**src/rtl/oci_dct_pkg.sv**
```systemverilog
// Shared types and helpers for the OCI data-capture-trace (DCT) capture block.
// Contents:
//   state_e      - capture FSM states RUN / DRAIN / ENDED
//   TS_W         - width of the optional capture timestamp
//   TS_FIELD_W   - width the timestamp adds to each FIFO entry (0 when the
//                  OCI_DCT_TIMESTAMP_EN macro is undefined)
//   sat_inc      - saturating increment
//   clamp_count  - limits a requested lane count to the lanes available
package oci_dct_pkg;

  typedef enum logic [1:0] {
    RUN   = 2'd0,
    DRAIN = 2'd1,
    ENDED = 2'd2
  } state_e;

  localparam int TS_W = 16;

`ifdef OCI_DCT_TIMESTAMP_EN
  localparam int TS_FIELD_W = TS_W;
`else
  localparam int TS_FIELD_W = 0;
`endif

  function automatic int unsigned sat_inc(input int unsigned v, input int unsigned max_v);
    return (v >= max_v) ? max_v : v + 1;
  endfunction

  function automatic int unsigned clamp_count(input int unsigned cnt, input int unsigned lanes);
    return (cnt > lanes) ? lanes : cnt;
  endfunction

endpackage

```
**src/rtl/oci_dct_fifo.sv**
```systemverilog
// Synchronous show-ahead FIFO; the head entry is visible on pop_data_o
// whenever empty_o is low. A push is taken while full if a pop happens in the
// same cycle. Pointers wrap modulo DEPTH (DEPTH must be a power of two, >= 2).
// Ports:
//   clk, reset          - clock, synchronous active-high reset
//   push_i, push_data_i - write request and data
//   pop_i               - read request (ignored when empty)
//   pop_data_o          - head entry
//   full_o, empty_o     - occupancy flags
//   level_o             - current occupancy, 0..DEPTH
module oci_dct_fifo #(
  parameter int DATA_W = 10,
  parameter int DEPTH  = 16
) (
  input  logic                       clk,
  input  logic                       reset,
  input  logic                       push_i,
  input  logic [DATA_W-1:0]          push_data_i,
  input  logic                       pop_i,
  output logic [DATA_W-1:0]          pop_data_o,
  output logic                       full_o,
  output logic                       empty_o,
  output logic [$clog2(DEPTH+1)-1:0] level_o
);

  localparam int AW = $clog2(DEPTH);
  localparam int LW = $clog2(DEPTH+1);

  logic [DATA_W-1:0] mem_q [DEPTH];
  logic [AW-1:0]     wr_ptr_q, rd_ptr_q;
  logic [LW-1:0]     level_q, level_d;
  logic              do_push, do_pop;

  assign empty_o    = (level_q == '0);
  assign full_o     = (level_q == LW'(DEPTH));
  assign do_pop     = pop_i && !empty_o;
  assign do_push    = push_i && (!full_o || do_pop);
  assign pop_data_o = mem_q[rd_ptr_q];
  assign level_o    = level_q;

  always_comb begin
    level_d = level_q;
    if (do_push && !do_pop) begin
      level_d = level_q + LW'(1);
    end else if (!do_push && do_pop) begin
      level_d = level_q - LW'(1);
    end
  end

  always_ff @(posedge clk) begin
    if (reset) begin
      wr_ptr_q <= '0;
      rd_ptr_q <= '0;
      level_q  <= '0;
    end else begin
      if (do_push) wr_ptr_q <= wr_ptr_q + AW'(1);
      if (do_pop)  rd_ptr_q <= rd_ptr_q + AW'(1);
      level_q <= level_d;
    end
  end

  // Storage needs no reset: entries are only visible once level_q covers them.
  always_ff @(posedge clk) begin
    if (do_push) mem_q[wr_ptr_q] <= push_data_i;
  end

endmodule

```
**src/rtl/oci_dct_capture.sv**
```systemverilog
// Per-core OCI DCT capture hook. Captures a packed multi-lane trace word,
// serialises its valid lanes (lane 0 first) through a holding register into a
// show-ahead FIFO, drains the FIFO over a valid/ready stream, counts dropped
// words (saturating) and performs an end-of-test drain before raising
// test_has_ended.
// Optional feature: macro OCI_DCT_TIMESTAMP_EN adds a free-running 16-bit
// cycle counter; every lane carries the counter value of its capture edge and
// out_data becomes {timestamp, entry}.
// Ports:
//   clk, reset        - clock, synchronous active-high reset
//   dct_valid         - capture strobe (no backpressure)
//   dct_buffer        - LANES packed lanes, lane 0 in the low bits
//   dct_count         - number of valid lanes, clamped to LANES
//   test_ending       - request end-of-test drain
//   out_valid/out_ready/out_data - output stream, FIFO head
//   fill_level        - FIFO occupancy
//   drop_count        - saturating count of words lost
//   test_has_ended    - sticky done flag (high only in ENDED)
//   dbg_state         - FSM state (0 RUN, 1 DRAIN, 2 ENDED)
// Stream handshake: an entry transfers on a rising edge where out_valid and
// out_ready are both high; out_valid never depends on out_ready, and out_data
// holds steady while out_valid is high and out_ready is low.
module oci_dct_capture
  import oci_dct_pkg::*;
#(
  parameter int ENTRY_W = 10,
  parameter int LANES   = 3,
  parameter int CNT_W   = 4,
  parameter int DEPTH   = 16,
  parameter int DROP_W  = 8
) (
  input  logic                          clk,
  input  logic                          reset,
  input  logic                          dct_valid,
  input  logic [LANES*ENTRY_W-1:0]      dct_buffer,
  input  logic [CNT_W-1:0]              dct_count,
  input  logic                          test_ending,
  output logic                          out_valid,
  input  logic                          out_ready,
  output logic [ENTRY_W+TS_FIELD_W-1:0] out_data,
  output logic [$clog2(DEPTH+1)-1:0]    fill_level,
  output logic [DROP_W-1:0]             drop_count,
  output logic                          test_has_ended,
  output logic [1:0]                    dbg_state
);

  localparam int OUT_W = ENTRY_W + TS_FIELD_W;
  localparam int REM_W = $clog2(LANES+1);

  state_e                   state_q, state_d;
  logic [LANES*ENTRY_W-1:0] hold_data_q, hold_data_d;
  logic [REM_W-1:0]         hold_rem_q, hold_rem_d;
  logic [DROP_W-1:0]        drop_q, drop_d;
  logic                     fifo_full, fifo_empty;
  logic                     push, pop, accept;
  logic [OUT_W-1:0]         push_data;

`ifdef OCI_DCT_TIMESTAMP_EN
  logic [TS_W-1:0] ts_q, hold_ts_q, hold_ts_d;

  always_ff @(posedge clk) begin
    if (reset) ts_q <= '0;
    else       ts_q <= ts_q + TS_W'(1);
  end

  assign push_data = {hold_ts_q, hold_data_q[ENTRY_W-1:0]};
`else
  assign push_data = hold_data_q[ENTRY_W-1:0];
`endif

  assign out_valid = !fifo_empty;
  assign pop       = out_valid && out_ready;
  // The holding register always offers its lowest remaining lane.
  assign push      = (hold_rem_q != '0) && (!fifo_full || pop);
  // A new word may land when the holding register is free now or will be
  // free after this cycle's push of its last lane.
  assign accept    = (state_q == RUN) && dct_valid &&
                     ((hold_rem_q == '0) || ((hold_rem_q == REM_W'(1)) && push));

  always_comb begin
    hold_data_d = hold_data_q;
    hold_rem_d  = hold_rem_q;
`ifdef OCI_DCT_TIMESTAMP_EN
    hold_ts_d   = hold_ts_q;
`endif
    if (push) begin
      hold_data_d = hold_data_q >> ENTRY_W;
      hold_rem_d  = hold_rem_q - REM_W'(1);
    end
    if (accept) begin
      hold_data_d = dct_buffer;
      hold_rem_d  = REM_W'(clamp_count(32'(dct_count), LANES));
`ifdef OCI_DCT_TIMESTAMP_EN
      hold_ts_d   = ts_q;
`endif
    end
  end

  always_comb begin
    drop_d = drop_q;
    if ((state_q == RUN) && dct_valid && !accept) begin
      drop_d = DROP_W'(sat_inc(32'(drop_q), 32'((1 << DROP_W) - 1)));
    end
  end

  always_comb begin
    state_d = state_q;
    case (state_q)
      RUN:     if (test_ending) state_d = DRAIN;
      DRAIN:   if ((hold_rem_q == '0) && fifo_empty) state_d = ENDED;
      ENDED:   state_d = ENDED;
      default: state_d = RUN;
    endcase
  end

  always_ff @(posedge clk) begin
    if (reset) begin
      state_q     <= RUN;
      hold_data_q <= '0;
      hold_rem_q  <= '0;
      drop_q      <= '0;
`ifdef OCI_DCT_TIMESTAMP_EN
      hold_ts_q   <= '0;
`endif
    end else begin
      state_q     <= state_d;
      hold_data_q <= hold_data_d;
      hold_rem_q  <= hold_rem_d;
      drop_q      <= drop_d;
`ifdef OCI_DCT_TIMESTAMP_EN
      hold_ts_q   <= hold_ts_d;
`endif
    end
  end

  oci_dct_fifo #(
    .DATA_W (OUT_W),
    .DEPTH  (DEPTH)
  ) u_fifo (
    .clk         (clk),
    .reset       (reset),
    .push_i      (push),
    .push_data_i (push_data),
    .pop_i       (pop),
    .pop_data_o  (out_data),
    .full_o      (fifo_full),
    .empty_o     (fifo_empty),
    .level_o     (fill_level)
  );

  assign drop_count     = drop_q;
  assign test_has_ended = (state_q == ENDED);
  assign dbg_state      = state_q;

endmodule

```
**config.mk**
```make
export PLATFORM = sky130hd
export DESIGN_NAME = oci_dct_capture
export DESIGN_NICKNAME = d
export VERILOG_FILES = /design/src/rtl/oci_dct_pkg.sv /design/src/rtl/oci_dct_fifo.sv /design/src/rtl/oci_dct_capture.sv
export SDC_FILE = /design/constraint.sdc
export NUM_CORES = 1
export LEC_CHECK = 0
export ABC_CLOCK_PERIOD_IN_PS = 3250
export CAP_MARGIN = 20
export CORE_MARGIN = 4
export CORE_UTILIZATION = 58
export CTS_CLUSTER_SIZE = 14
export DETAILED_ROUTE_END_ITERATION = 8
export MAX_ROUTING_LAYER = met4
export PLACE_DENSITY = 0.89
export REMOVE_ABC_BUFFERS = 1
export SYNTH_ARGS = -nofsm -noshare
export SYNTH_HDL_FRONTEND = slang
export SYNTH_SLANG_ARGS = --single-unit
```
**constraint.sdc**
```tcl
create_clock -name clk -period 3.25 [get_ports clk]
set_clock_uncertainty 0.2 [all_clocks]
set_input_delay 0.65 -clock clk [delete_from_list [all_inputs] [get_ports clk]]
set_output_delay 0.65 -clock clk [all_outputs]
set_load 0.02 [all_outputs]
```
==> impl_summary.md <==
Run status
The run finished, with violations left. The checks that failed: negative setup slack.

Floorplan
The die area is 0.0171 mm². The x dimension of the die is 131 µm. The total area inside the core boundary comes to 0.0146 mm². The die span in y is 131 µm. During I/O placement, the number of pins put on the boundary was 66. The total number of placement rows is 44. The initial utilization of the core area, before any placement, comes to 0.597.

Worst hold path
The capture endpoint of the worst hold path is hold_data_q[9]$_SDFFE_PP0P_. The number of stages on the worst hold path is 2. The class of the tightest hold or removal check is reg -> reg. The hold path startpoint is hold_data_q[19]$_SDFFE_PP0P_.

Worst setup path
The dominant delay contributor by cell family on the critical path is multiplexers. The kind of capture point of the worst setup path is an output pin. The critical path is of the reg -> out type. STA puts the critical path data arrival time at 2410 ps. The endpoint of the most critical register-to-register path is u_fifo.level_o[4]$_SDFFE_PP0P_. On the critical path, the stage with the largest delay is an instance of mux4_2. The launching element type of the critical path is a flop. The delay of the slowest cell on the worst path is 520 ps. The highest fanout seen on the critical path is 7.

The most numerous cell on the critical path is mux4_2. The setup check on the worst reg-to-reg path leaves a slack of 160 ps. The number of buffers and inverters on the critical path is 3. The required time reported for the critical path endpoint is 2400 ps. The startpoint identified for the worst register-to-register timing path is u_fifo.level_o[2]$_SDFFE_PP0P_. Walking the worst path, the cells encountered are buf_4, clkbuf_16, mux4_2, mux4_2, buf_2. The worst reg-to-reg path cell count is 10.

Finish
The layout overhead on the synthesized area is 21.9%. The layout cell share with drive strength beyond 1 is 0.223. Summing all non-filler instances in the final layout gives an area of 0.0107 mm². For this run, the post-layout net count is 707.

The repair_antennas step left the layout with diodes totalling 0.

CTS
The clock latency on the worst-skew pair is 500 ps. The maximum buffer depth of the clock tree is 3. The root buffer cell is clkbuf_16.

CTS saw 219 sinks. The number of clock buffers added by TritonCTS is 22. The quantity of hold-fixing buffers added after cts is 0. The CTS tree is done. Clock-pin slew was measured on the worst setup and hold paths at 60 ps.

In this run the number of H-tree levels came out at 1.

Place
The pre-CTS setup slack is -44.3 ps. In this run the tool buffered the top-level ports with 65 buffer cells. The total cell area at the placement stage is 0.00975 mm².

Summed over all nets, the half-perimeter wirelength after detailed placement is 11.8 mm. The placer congestion estimate is 0.890.

Drt
In this run the remaining antenna-violating nets after routing total 0. The count of routing violations after the opening detailed-route iteration is 403. The detailed-routing iteration count for the pre-antenna-repair pass is 6. For this block, the via count after detailed routing is 5263. The wire length per cell is 23.1 µm.

The post-route DRC violation count is 0. The final layout contains routed wiring with a total length of 19.7 mm. The number of vias per cell after detailed routing is 6.18.

Timing
Setup repair after global routing could not meet its margin everywhere. In this run the tightest slew margin relative to its limit is 0.489. The least setup slack across all paths after layout is -9.81 ps. Hold is met by 291 ps. Setup violations remaining at the end of the flow were counted as 2.

The number of hold violations in the final report came to 0. The minimum period implied by the final worst setup slack is 3260 ps. The worst-margin pin slew is 765 ps. Summed over all failing endpoints, the final setup total negative slack is -16.5 ps. The max-slew violation total from the final report is 0. The final worst-path cycle share is 1.00. Timing would allow up to 0.307 GHz.

Yosys
The share of synthesized area in the top cell type comes to 0.550. The per-instance average area after synthesis is 15.9 µm². The synthesized instance count is 549. Yosys printed 0 warnings.

Counting distinct cell types in the post-synthesis netlist gives 45. The flop and latch count out of synthesis is 219. In this run, synthesis inferred 160 flip-flops with an integrated enable.

The sequential fraction of the synthesis area is 0.685. In the post-synthesis netlist, the biggest area contributors are edfxtp_1, dfxtp_1, mux4_2. For this run, the leading register cell type out of synthesis is edfxtp_1. The post-synthesis async set-or-reset flop share is 0. The synthesized netlist occupies a cell area of 0.00874 mm². The synthesized design spends more area on one cell type than any other, namely edfxtp_1.

Power
The static leakage power is 0.00372 µW. For this design the ratio of total power to cell area is 901 mW/mm². The worst voltage drop across the vdd grid is 0.000581 V.

Flow run
Across the run, the number of max-cap violations was 0.

Global route
Across every metal layer, demand over resource in global routing totals 0.243. The initial antenna violation count is 0. Entering global routing, the biggest net connects 41 pins. The via count of the first global-routing pass is 5368. The first global-routing pass estimated 30.1 mm of wire.

The final global-route overflow total is 0.
-- layer usage --
layer / global-route usage / up-vias / wire length [µm]
li1: - / 2325 / -
met1: 0.314 / 2617 / 7570
met2: 0.408 / 285 / 10200
met3: 0.0382 / 36 / 1490
met4: 0.0659 / 0 / 406
met5: - / - / 0
-- cell type report --
class                           instances  area, µm²
Timing Repair Buffer                  108       1050
Inverter                               14       52.6
Fill cell                             867       3990
Clock inverter                          8       66.3
Multi-Input combinational cell        286       2550
Tap cell                              184        230
Sequential cell                       219       5990
Clock buffer                           32        713
-- per-stage QoR --
step           std cells  total power (µW)   util
2_1_floorplan        519              5810      -
4_1_cts              843              9480  0.720
6_report             851              9600  0.727
3_5_place_dp         801              6860  0.666
3_3_place_gp         801              6690  0.666
5_1_grt              851             10100  0.727
-- cell families after synthesis --
logic type	share of synthesized area
muxes	0.136
buffers and inverters	0.0236
and+or+nand+nor	0.0766
xor gates and xnor gates	0.00902
AOI/OAI and AO/OA	0.0451
adders and majority gates	0.0252
DFF	0.685
-- tightest hold or removal path, delay by kind of cell (launching register included) --
kind             cells  cell delay [ps]
flip-flops           1              310
AND/OR/NAND/NOR      2              140
-- cells in the final DEF (no fill, tap or decap), types with 3 or more instances in the layout --
| cell | netlist | layout |
|---|---|---|
| nand2_1 | 16 | 16 |
| dfxtp_1 | 59 | 58 |
| a21o_1 | 3 | 3 |
| a311oi_1 | 4 | 4 |
| clkdlybuf4s50_1 | 0 | 54 |
| and2_1 | 3 | 3 |
| buf_6 | 1 | 6 |
| xnor2_1 | 3 | 3 |
| xor2_1 | 6 | 6 |
| nor3_1 | 21 | 21 |
| buf_4 | 7 | 34 |
| clkinv_2 | 0 | 5 |
| inv_1 | 14 | 14 |
| buf_2 | 6 | 7 |
| nor2_1 | 81 | 81 |
| nor4_1 | 8 | 8 |
| nand3_1 | 5 | 5 |
| edfxtp_1 | 160 | 160 |
| clkbuf_8 | 0 | 4 |
| mux2i_1 | 5 | 5 |
| a22oi_1 | 10 | 10 |
| clkbuf_16 | 0 | 28 |
| a21oi_1 | 11 | 11 |
| ha_1 | 16 | 16 |
| buf_12 | 0 | 3 |
| mux4_2 | 50 | 50 |
| o22ai_1 | 16 | 16 |
-- where the power goes --
part | total [µW] | internal [µW] | switching [µW]
logic | 3060 | 1470 | 1590
registers | 3920 | 3550 | 364
clock network | 2620 | 1600 | 1020
-- sequential cells by signal, indices dropped and copies added (netlist names), named ones only --
| register | count |
|---|---|
| u_fifo.rd_ptr_q | 4 |
| u_fifo.wr_ptr_q | 4 |
| hold_data_q | 30 |
| hold_rem_q | 2 |
| u_fifo.level_o | 5 |
| dbg_state | 2 |
| u_fifo.mem_q | 160 |
| drop_count | 8 |
-- cell usage after synthesis, types with 2 or more instances --
cell,number
a31oi_1,2
edfxtp_1,160
mux2i_1,5
dfxtp_1,59
o22ai_1,16
nand4_1,2
nor2b_1,2
a211oi_1,2
ha_1,16
buf_1,4
xnor2_1,3
nor4_1,8
a21o_1,3
mux4_2,50
and2_1,3
buf_2,6
a22oi_1,10
nand2_1,16
a311oi_1,4
nor2_1,81
buf_4,7
a21oi_1,11
inv_1,14
nor3_1,21
a21oi_2,2
xor2_1,6
nand3_1,5
nand2b_1,2
clkbuf_1,12
o21ai_0,2
-- what timing repair did --
item,CTS,global route
setup endpoints to repair,10,7
gates cloned,1,2
buffers inserted,1,6
gates resized for setup,38,16
-- worst max path at each step --
stage | start | endpoint | slack, ps | cells after the start
6_report | flop | out_data[4] | -10 | 5
5_1_grt | flop | out_data[0] | -60 | 5
4_1_cts | flop | out_data[2] | -20 | 4
3_5_place_dp | out_ready | u_fifo.level_o[4]$_SDFFE_PP0P_ | -40 | 10
3_3_place_gp | out_ready | u_fifo.level_o[4]$_SDFFE_PP0P_ | 90 | 10
2_1_floorplan | flop | out_data[0] | -550 | 2
No activity file was read; power rests on OpenSTA's default activity.
